## src/rtl/morse_pkg.sv

```systemverilog
// Shared definitions for the Morse entry path: FSM state encoding and the
// symbol codes the downstream value-builder concatenates per dot / line.
package morse_pkg;

    // Decoder FSM state encoding (ABORT_WAIT only reachable with MORSE_ABORT_EN)
    localparam logic [1:0] IDLE       = 2'd0;
    localparam logic [1:0] PRESS      = 2'd1;
    localparam logic [1:0] GAP        = 2'd2;
    localparam logic [1:0] ABORT_WAIT = 2'd3;

    // Symbol codes appended by the value-builder
    localparam logic [1:0] DOT_CODE  = 2'b10;
    localparam logic [3:0] LINE_CODE = 4'b1110;

endpackage

```

## src/rtl/key_debouncer.sv

```systemverilog
// Two-flop synchroniser plus counting debouncer for the raw Morse key.
// key_level changes only after the synchronised input has disagreed with it
// for DEBOUNCE_CYC consecutive cycles; rise/fall are one-cycle edge pulses
// derived from a registered copy of key_level.
module key_debouncer
    import morse_pkg::*;
#(
    parameter int unsigned DEBOUNCE_CYC = 500000,
    parameter int unsigned CNT_W        = 27
) (
    input  logic clock,
    input  logic resetn,
    input  logic input_in,
    output logic key_level,
    output logic rise,
    output logic fall
);

    localparam logic [CNT_W-1:0] CNT_ZERO = {CNT_W{1'b0}};
    localparam logic [CNT_W-1:0] CNT_ONE  = {{(CNT_W-1){1'b0}}, 1'b1};
    localparam logic [CNT_W-1:0] DB_LAST  = CNT_W'(DEBOUNCE_CYC - 32'd1);

    logic             sync1_r;
    logic             sync_in_r;
    logic             key_level_r;
    logic             key_level_d_r;
    logic [CNT_W-1:0] db_cnt_r;

    // Bring the asynchronous button into the clock domain
    always_ff @(posedge clock or negedge resetn) begin
        if (!resetn) begin
            sync1_r   <= 1'b0;
            sync_in_r <= 1'b0;
        end else begin
            sync1_r   <= input_in;
            sync_in_r <= sync1_r;
        end
    end

    // Count consecutive disagreement; toggle the level once it has lasted long enough
    always_ff @(posedge clock or negedge resetn) begin
        if (!resetn) begin
            key_level_r <= 1'b0;
            db_cnt_r    <= CNT_ZERO;
        end else if (sync_in_r == key_level_r) begin
            db_cnt_r    <= CNT_ZERO;
        end else if (db_cnt_r == DB_LAST) begin
            key_level_r <= ~key_level_r;
            db_cnt_r    <= CNT_ZERO;
        end else begin
            db_cnt_r    <= db_cnt_r + CNT_ONE;
        end
    end

    // Delayed copy of the debounced level for edge detection
    always_ff @(posedge clock or negedge resetn) begin
        if (!resetn) begin
            key_level_d_r <= 1'b0;
        end else begin
            key_level_d_r <= key_level_r;
        end
    end

    assign key_level = key_level_r;
    assign rise      = key_level_r & ~key_level_d_r;
    assign fall      = ~key_level_r & key_level_d_r;

endmodule

```

## src/rtl/morse_key_decoder.sv

```systemverilog
// Morse key decoder: debounced button -> one-cycle ld_dot / ld_line / ld_gap
// strobes. Press length picks dot vs line; a long silence after a symbol
// ends the letter. Optional macro MORSE_ABORT_EN adds a press-abort path
// (ld_abort + ABORT_WAIT state); without it ld_abort is tied to 0.
module morse_key_decoder
    import morse_pkg::*;
#(
    parameter int unsigned DEBOUNCE_CYC = 500000,
    parameter int unsigned LINE_MIN_CYC = 12500000,
    parameter int unsigned GAP_CYC      = 37500000,
    parameter int unsigned ABORT_CYC    = 75000000,
    parameter int unsigned CNT_W        = 27
) (
    input  logic clock,
    input  logic resetn,
    input  logic input_in,
    output logic ld_dot,
    output logic ld_line,
    output logic ld_gap,
    output logic ld_abort,
    output logic key_level,
    output logic busy
);

    localparam logic [CNT_W-1:0] CNT_ZERO = {CNT_W{1'b0}};
    localparam logic [CNT_W-1:0] CNT_ONE  = {{(CNT_W-1){1'b0}}, 1'b1};
    localparam logic [CNT_W-1:0] CNT_MAX  = {CNT_W{1'b1}};
    localparam logic [CNT_W-1:0] LINE_MIN = CNT_W'(LINE_MIN_CYC);
    localparam logic [CNT_W-1:0] GAP_LAST = CNT_W'(GAP_CYC - 32'd1);
`ifdef MORSE_ABORT_EN
    localparam logic [CNT_W-1:0] ABORT_LIM = CNT_W'(ABORT_CYC);
`endif

    // Press counter holds at all-ones so a very long press still reads as a line
    function automatic logic [CNT_W-1:0] sat_inc(input logic [CNT_W-1:0] v);
        if (v == CNT_MAX) begin
            return v;
        end else begin
            return v + CNT_ONE;
        end
    endfunction

    logic             rise_s;
    logic             fall_s;
    logic [1:0]       state_r;
    logic [1:0]       state_s;
    logic [CNT_W-1:0] press_cnt_r;
    logic [CNT_W-1:0] press_cnt_s;
    logic [CNT_W-1:0] gap_cnt_r;
    logic [CNT_W-1:0] gap_cnt_s;
    logic             dot_s;
    logic             line_s;
    logic             gap_s;
    logic             ld_dot_r;
    logic             ld_line_r;
    logic             ld_gap_r;
    logic             busy_r;
`ifdef MORSE_ABORT_EN
    logic             abort_s;
    logic             ld_abort_r;
`endif

    key_debouncer #(
        .DEBOUNCE_CYC (DEBOUNCE_CYC),
        .CNT_W        (CNT_W)
    ) u_debouncer (
        .clock     (clock),
        .resetn    (resetn),
        .input_in  (input_in),
        .key_level (key_level),
        .rise      (rise_s),
        .fall      (fall_s)
    );

    // Next-state, counter and strobe decode for the press/gap timer FSM
    always_comb begin
        state_s     = state_r;
        press_cnt_s = press_cnt_r;
        gap_cnt_s   = gap_cnt_r;
        dot_s       = 1'b0;
        line_s      = 1'b0;
        gap_s       = 1'b0;
`ifdef MORSE_ABORT_EN
        abort_s     = 1'b0;
`endif
        case (state_r)
            IDLE: begin
                if (rise_s) begin
                    state_s     = PRESS;
                    press_cnt_s = CNT_ONE;
                end else begin
                    state_s     = IDLE;
                end
            end
            PRESS: begin
                if (fall_s) begin
                    if (press_cnt_r < LINE_MIN) begin
                        dot_s  = 1'b1;
                    end else begin
                        line_s = 1'b1;
                    end
                    state_s   = GAP;
                    gap_cnt_s = CNT_ZERO;
`ifdef MORSE_ABORT_EN
                end else if (press_cnt_r == ABORT_LIM) begin
                    abort_s = 1'b1;
                    state_s = ABORT_WAIT;
`endif
                end else begin
                    press_cnt_s = sat_inc(press_cnt_r);
                end
            end
            GAP: begin
                // A new press beats the terminal count, so no ld_gap then
                if (rise_s) begin
                    state_s     = PRESS;
                    press_cnt_s = CNT_ONE;
                end else if (gap_cnt_r == GAP_LAST) begin
                    gap_s     = 1'b1;
                    state_s   = IDLE;
                    gap_cnt_s = CNT_ZERO;
                end else begin
                    gap_cnt_s = gap_cnt_r + CNT_ONE;
                end
            end
`ifdef MORSE_ABORT_EN
            ABORT_WAIT: begin
                if (fall_s) begin
                    state_s = IDLE;
                end else begin
                    state_s = ABORT_WAIT;
                end
            end
`endif
            default: begin
                state_s     = IDLE;
                press_cnt_s = CNT_ZERO;
                gap_cnt_s   = CNT_ZERO;
            end
        endcase
    end

    // FSM state and timing counters
    always_ff @(posedge clock or negedge resetn) begin
        if (!resetn) begin
            state_r     <= IDLE;
            press_cnt_r <= CNT_ZERO;
            gap_cnt_r   <= CNT_ZERO;
        end else begin
            state_r     <= state_s;
            press_cnt_r <= press_cnt_s;
            gap_cnt_r   <= gap_cnt_s;
        end
    end

    // Registered strobes and busy flag
    always_ff @(posedge clock or negedge resetn) begin
        if (!resetn) begin
            ld_dot_r  <= 1'b0;
            ld_line_r <= 1'b0;
            ld_gap_r  <= 1'b0;
            busy_r    <= 1'b0;
        end else begin
            ld_dot_r  <= dot_s;
            ld_line_r <= line_s;
            ld_gap_r  <= gap_s;
            busy_r    <= (state_s != IDLE);
        end
    end

`ifdef MORSE_ABORT_EN
    // Registered abort strobe
    always_ff @(posedge clock or negedge resetn) begin
        if (!resetn) begin
            ld_abort_r <= 1'b0;
        end else begin
            ld_abort_r <= abort_s;
        end
    end

    assign ld_abort = ld_abort_r;
`else
    assign ld_abort = 1'b0;
`endif

    assign ld_dot  = ld_dot_r;
    assign ld_line = ld_line_r;
    assign ld_gap  = ld_gap_r;
    assign busy    = busy_r;

endmodule

```

## config.mk

```make
export PLATFORM = sky130hd
export DESIGN_NAME = morse_key_decoder
export DESIGN_NICKNAME = d
export VERILOG_FILES = /design/src/rtl/morse_pkg.sv /design/src/rtl/key_debouncer.sv /design/src/rtl/morse_key_decoder.sv
export SDC_FILE = /design/constraint.sdc
export NUM_CORES = 1
export LEC_CHECK = 0
export ABC_AREA = 1
export BUFFER_PORTS_ARGS = -buffer_cell sky130_fd_sc_hd__buf_4
export CELL_PAD_IN_SITES_DETAIL_PLACEMENT = 1
export CELL_PAD_IN_SITES_GLOBAL_PLACEMENT = 1
export CORE_MARGIN = 1
export CORE_UTILIZATION = 46
export CTS_CLUSTER_SIZE = 30
export DETAILED_ROUTE_END_ITERATION = 7
export PLACE_DENSITY = 0.89
export SYNTH_ARGS = -nofsm -noshare
export SYNTH_HDL_FRONTEND = slang
export SYNTH_SLANG_ARGS = --single-unit
```

## constraint.sdc

```tcl
create_clock -name clock -period 2.1 [get_ports clock]
set_input_delay 0.42 -clock clock [delete_from_list [all_inputs] [get_ports clock]]
set_output_delay 0.42 -clock clock [all_outputs]
set_load 0.02 [all_outputs]
```

==> results.cfg, run 1 <==
[critical_path]
worstSetupStartpointType = flop
crit_chain = ha_1 -> inv_1 -> nor2_4 -> nand2_2 -> nor2_4 -> nand2_2 -> nand4_4 -> buf_4 -> o21ai_2
worstSetupPathType = flop to flop
slowest_delay_ps = 420
cp.arrival_ps = 2180
worst-endpoint-required_ps = 2340
end_kind = flop
crit_slowest_cell = dfrtp_1
cp_max_fo = 11

[sta]
min_period_over_period = 0.927
setup_viol = 0
drv_slew = 0
finalHoldViolCount = 0
grt_setup_unrepaired = false
layout_setup_ws_ps = 153
post-route-min-period_ps = 1950
finalClockSkew_ps = 16.0
timing.fmax_mhz = 514
setup_total_negative_slack_ps = 0

[cts]
cts_buffers = 9
cts_root_buf = clkbuf_16
post-cts-setup-buffers = 0
cts_tree = built
clock_latency_ps = 360
clock-sinks = 91
cts.clk_slew.worst_paths_ps = 70
htree_levels = 3
clockBufferDepth = 2

[place]
place.port_buffers = 7
pre_cts_ws_ps = 117
dpl.hpwl_um = 12900
place.gp.congestion = 0.858

[synthesis]
synth.distinct_cells = 39
synthCells = 842
synth-edff-count = 0
ys_seq_area_frac = 0.394
syn-cell-area_mm2 = 0.00578
synth_top_area_share = 0.394
yosysMostFrequentCell = nand2_1
ys.flop_type = dfrtp_1
ys_warn_count = 0
ys_seq_elements = 91
synth.area.top_cells = dfrtp_1 39%, nand2_1 19%, nor2_1 9.7%
avgSynthCellArea_um2 = 6.87
yosysTopAreaCell = dfrtp_1
async_flop_share = 1.00
synth_nets = 848
synth_common_cells = 291 x nand2_1, 149 x nor2_1, 91 x dfrtp_1

[detailed_routing]
dr_wl_met3_um = 531
drt-met1-wl_um = 7540
drtPass1Iterations = 5
viasPerCell = 5.41
totalWireLength_um = 17600
highest_layer = met4
drt-initial-drc-count = 288
vias = 5586
ant_nets = 0
wire_per_inst_um = 17.0
dr_wl_met2_um = 9070
drc = 0

[floorplanning]
num_rows = 40
start_util = 0.477
fp.dieW_um = 114
coreArea_mm2 = 0.0121
die_area_mm2 = 0.0130
die_y_um = 114
ios = 9

[global_route]
grt_max_degree = 40
grt_pass1_wl_um = 29800
antenna_found_initial = 0
grt-ovfl-total = 0
grt_usage = 0.294
grt_pass1_vias = 6032

[finish]
antennaDiodeCount = 0
seqCellArea_mm2 = 0.00228
multiInputGateArea_mm2 = 0.00308
nets = 865
n_fill_cell = 1640
area_growth_pct = 9.97
drive_above_1_share = 0.0949

[power_and_ir_drop]
leakagePower_nw = 2.84
ir_worst_vdd_mv = 0.307
power.density_mw_per_mm2 = 567

[run]
maxCapViolations = 0

[hold_path]
hold_class = input pin to flop

[status]
status = completed
-- per-layer routing --
layer / up-vias / track usage
met5: - / 0
met4: 0 / 0.113
met3: 34 / 0.0445
met2: 114 / 0.525
met1: 2767 / 0.358
li1: 2671 / -
-- where the power goes --
part,switching [mW],leakage [nW],internal (mW),total [mW]
sequential,0.00458,1.26,1.76,1.76
combinational,0.0535,1.42,0.0169,0.0704
clock,0.729,0.157,1.05,1.77
total,0.787,2.84,2.82,3.61
-- sequential cells by signal, indices dropped and copies added, names as in the netlist --
name	flops
ld_gap	1
u_debouncer.key_level_d_r	1
ld_dot	1
u_debouncer.key_level	1
ld_line	1
u_debouncer.sync1_r	1
u_debouncer.sync_in_r	1
u_debouncer.db_cnt_r	27
state_r	2
busy	1
press_cnt_r	27
gap_cnt_r	27
-- final cells by class --
class | instances | area share
multi-input combinational | 650 | 0.485
sequential | 91 | 0.358
inverter | 92 | 0.0543
clock buffer | 10 | 0.0360
tap | 168 | 0.0331
timing repair buffer | 15 | 0.0201
clock inverter | 6 | 0.0138
-- stage by stage --
step                std cells  cell area (µm²)  hold WS, ps  power (mW)   util
finish                   1032             6360          174        3.61  0.525
global placement         1015             6020          287        1.86  0.497
detailed placement       1015             6020          291        1.87  0.497
floorplan                 842             5780          124        1.81      -
CTS                      1032             6350          164        3.64  0.524
global route             1032             6360          165        3.71  0.525
-- timing repair --
item,4_1_cts,5_1_grt
endpoints found under the setup margin,0,3
resized for setup,0,1
hold buffers,1,0
hold endpoints to repair,12,0
-- final timing paths --
kind	from	endpoint	slack [ps]	depth (start not counted)
worst max-delay path	press_cnt_r[1]$_DFFE_PN0P_	press_cnt_r[19]$_DFFE_PN0P_	150	9
min in group asynchronous	resetn	u_debouncer.db_cnt_r[7]$_DFF_PN0_	460	2
worst max register to register	press_cnt_r[1]$_DFFE_PN0P_	press_cnt_r[19]$_DFFE_PN0P_	150	9
worst min register to register	u_debouncer.sync1_r$_DFF_PN0_	u_debouncer.sync_in_r$_DFF_PN0_	350	0
worst min-delay path	input_in	u_debouncer.sync1_r$_DFF_PN0_	170	1
max in group asynchronous	resetn	gap_cnt_r[26]$_DFFE_PN0P_	1100	3
-- worst max-delay path: cells and delay by family (launching register included) --
family | cells | cell delay, ps
simple gates | 5 | 750
buf+inv | 2 | 350
fa+ha+maj | 1 | 260
compound gates | 1 | 60
flops | 1 | 420
-- cells in the final DEF, fill, tap and decap left out, types with 3 or more instances in the layout --
cell,instances
a21oi_1,3
buf_4,13
clkbuf_16,9
dfrtp_1,91
ha_1,3
inv_1,87
inv_2,4
nand2_1,291
nand2_2,6
nand3_1,52
nand3b_1,3
nand4_1,22
nor2_1,149
nor2_2,9
nor2_4,3
nor3_1,16
nor4_1,3
o21ai_0,18
o21ai_1,3
o21ai_2,19
o21bai_1,4
or2_2,3
xnor2_1,8
xor2_1,21
-- cell families (layout without fill, tap and decap cells) --
family,after synthesis,in the layout,synth area share
and+or+nand+nor,566,566,0.419
other,1,1,0.000648
adders and majority gates,3,3,0.00649
AOI/OAI and AO/OA,51,51,0.0612
DFF,91,91,0.394
buffers and inverters,101,123,0.0746
xor gates and xnor gates,29,29,0.0439
(Power assumes the default switching activity.)
==> run 2, diff against run 1 <==
--- a/config.mk
+++ b/config.mk
@@ -13,7 +13,7 @@
 export CORE_UTILIZATION = 46
 export CTS_CLUSTER_SIZE = 30
 export DETAILED_ROUTE_END_ITERATION = 7
-export PLACE_DENSITY = 0.89
+export PLACE_DENSITY = 0.87
 export SYNTH_ARGS = -nofsm -noshare
 export SYNTH_HDL_FRONTEND = slang
 export SYNTH_SLANG_ARGS = --single-unit
==> constraint.sdc (replaced) <==
create_clock -name clock -period 2.1 [get_ports clock]
set_input_delay 0 -clock clock [delete_from_list [all_inputs] [get_ports clock]]
set_output_delay 0 -clock clock [all_outputs]
set_load 0.02 [all_outputs]
==> results.cfg, run 2 (same netlist as run 1, synthesis figures left out) <==
[cts]
clock-sinks = 91
cts_root_buf = clkbuf_16
post-cts-setup-buffers = 0
clock_latency_ps = 360
htree_levels = 3
clockBufferDepth = 2
cts_tree = built
cts_buffers = 9
cts.clk_slew.worst_paths_ps = 70

[floorplanning]
fp.dieW_um = 114
die_area_mm2 = 0.0130
num_rows = 40
die_y_um = 114
start_util = 0.477
coreArea_mm2 = 0.0121
ios = 9

[detailed_routing]
drc = 0
viasPerCell = 5.35
ant_nets = 0
vias = 5524
drtPass1Iterations = 4
drt-initial-drc-count = 225
wire_per_inst_um = 16.0
totalWireLength_um = 16500

[power_and_ir_drop]
power.density_mw_per_mm2 = 555
leakagePower_nw = 2.82
ir_worst_vdd_mv = 0.495

[critical_path]
worst-endpoint-required_ps = 2360
worstSetupStartpointType = flop
end_kind = flop
r2r_setup_slack_ps = 190
cp_max_fo = 32
r2r-start = press_cnt_r[1]$_DFFE_PN0P_
reg2reg_to = press_cnt_r[11]$_DFFE_PN0P_
cp.arrival_ps = 2170
reg2reg_depth = 10
worstSetupPathType = flop to flop

[global_route]
grt_pass1_vias = 5992
grt_max_degree = 43
grt-ovfl-total = 0
grt_usage = 0.280
antenna_found_initial = 0
grt_pass1_wl_um = 28500

[place]
place.port_buffers = 7
place.gp.congestion = 0.896
dpl.hpwl_um = 12800

[finish]
area_growth_pct = 9.71
reg_top3 = gap_cnt_r: 27 flops, press_cnt_r: 27 flops, u_debouncer.db_cnt_r: 27 flops
final_util = 0.524
antennaDiodeCount = 0
final_common_cell = nand2_1
layout_common_cells = 291 x nand2_1, 149 x nor2_1, 91 x dfrtp_1
nets = 866
drive_above_1_share = 0.0948

[sta]
setup_total_negative_slack_ps = 0
timing.fmax_mhz = 524
min_period_over_period = 0.910
grt_setup_unrepaired = false
post-route-min-period_ps = 1910
finalClockSkew_ps = 8.35
drv_slew = 0
setup_viol = 0
finalHoldViolCount = 0

[status]
status = completed

[hold_path]
hold_class = input pin to async pin

[run]
maxCapViolations = 0
## run 2: critical path, cell delays in order, from the launching register on
cell and delay [ps]:
dfrtp_1 390, ha_1 250, inv_1 100, nor2_4 190, nand3_2 120, nor2_2 110, nand3_2 90, nand2_4 290
inv_1 130, nand2_1 80, nand2_1 50
## run 2: worst max path at each step
stage,from,endpoint,slack [ps],cells after the start
after floorplan,press_cnt_r[0]$_DFFE_PN0P_,press_cnt_r[14]$_DFFE_PN0P_,460,9
after global placement,press_cnt_r[1]$_DFFE_PN0P_,press_cnt_r[10]$_DFFE_PN0P_,310,10
after detailed placement,press_cnt_r[1]$_DFFE_PN0P_,press_cnt_r[11]$_DFFE_PN0P_,190,10
after CTS,press_cnt_r[1]$_DFFE_PN0P_,press_cnt_r[11]$_DFFE_PN0P_,180,10
after global routing,press_cnt_r[1]$_DFFE_PN0P_,press_cnt_r[11]$_DFFE_PN0P_,30,10
final,press_cnt_r[1]$_DFFE_PN0P_,press_cnt_r[11]$_DFFE_PN0P_,190,10
## run 2: what timing repair did
item | in CTS | in global routing
gates resized for setup | 0 | 0
hold endpoints to repair | 68 | 0
setup endpoints to repair | 0 | 0
hold buffers | 2 | 0
## run 2: area by class of cell
type | instances | area (µm²)
fill | 1640 | 5770
multi-input combinational | 650 | 3070
sequential | 91 | 2280
inverter | 92 | 345
clock buffer | 10 | 229
tap | 168 | 210
timing repair buffer | 16 | 138
clock inverter | 6 | 71.3
## run 2: per-layer routing
| layer | routed length (µm) | GRT usage | part of all wire |
|---|---|---|---|
| met1 | 7170 | 0.343 | 0.43 |
| met2 | 8550 | 0.503 | 0.52 |
| met3 | 483 | 0.0349 | 0.029 |
| met4 | 319 | 0.102 | 0.019 |
| met5 | 0 | 0 | 0 |
## run 2: power breakdown
part / internal, mW / switching (mW)
Sequential: 1.76 / 0.00442
Combinational: 0.0168 / 0.0538
Clock: 0.934 / 0.753
Total: 2.71 / 0.811
## run 2: through the flow
stage	instances	setup slack (ps)	hold WS (ps)	total power, mW	instance area, µm²
after floorplan	842	456	-296	1.81	5780
after global placement	1015	314	-53.3	1.86	6020
after detailed placement	1015	188	-50.3	1.87	6020
after CTS	1033	177	110	3.55	6340
after global routing	1033	32.4	136	3.61	6340
final	1033	190	101	3.52	6340
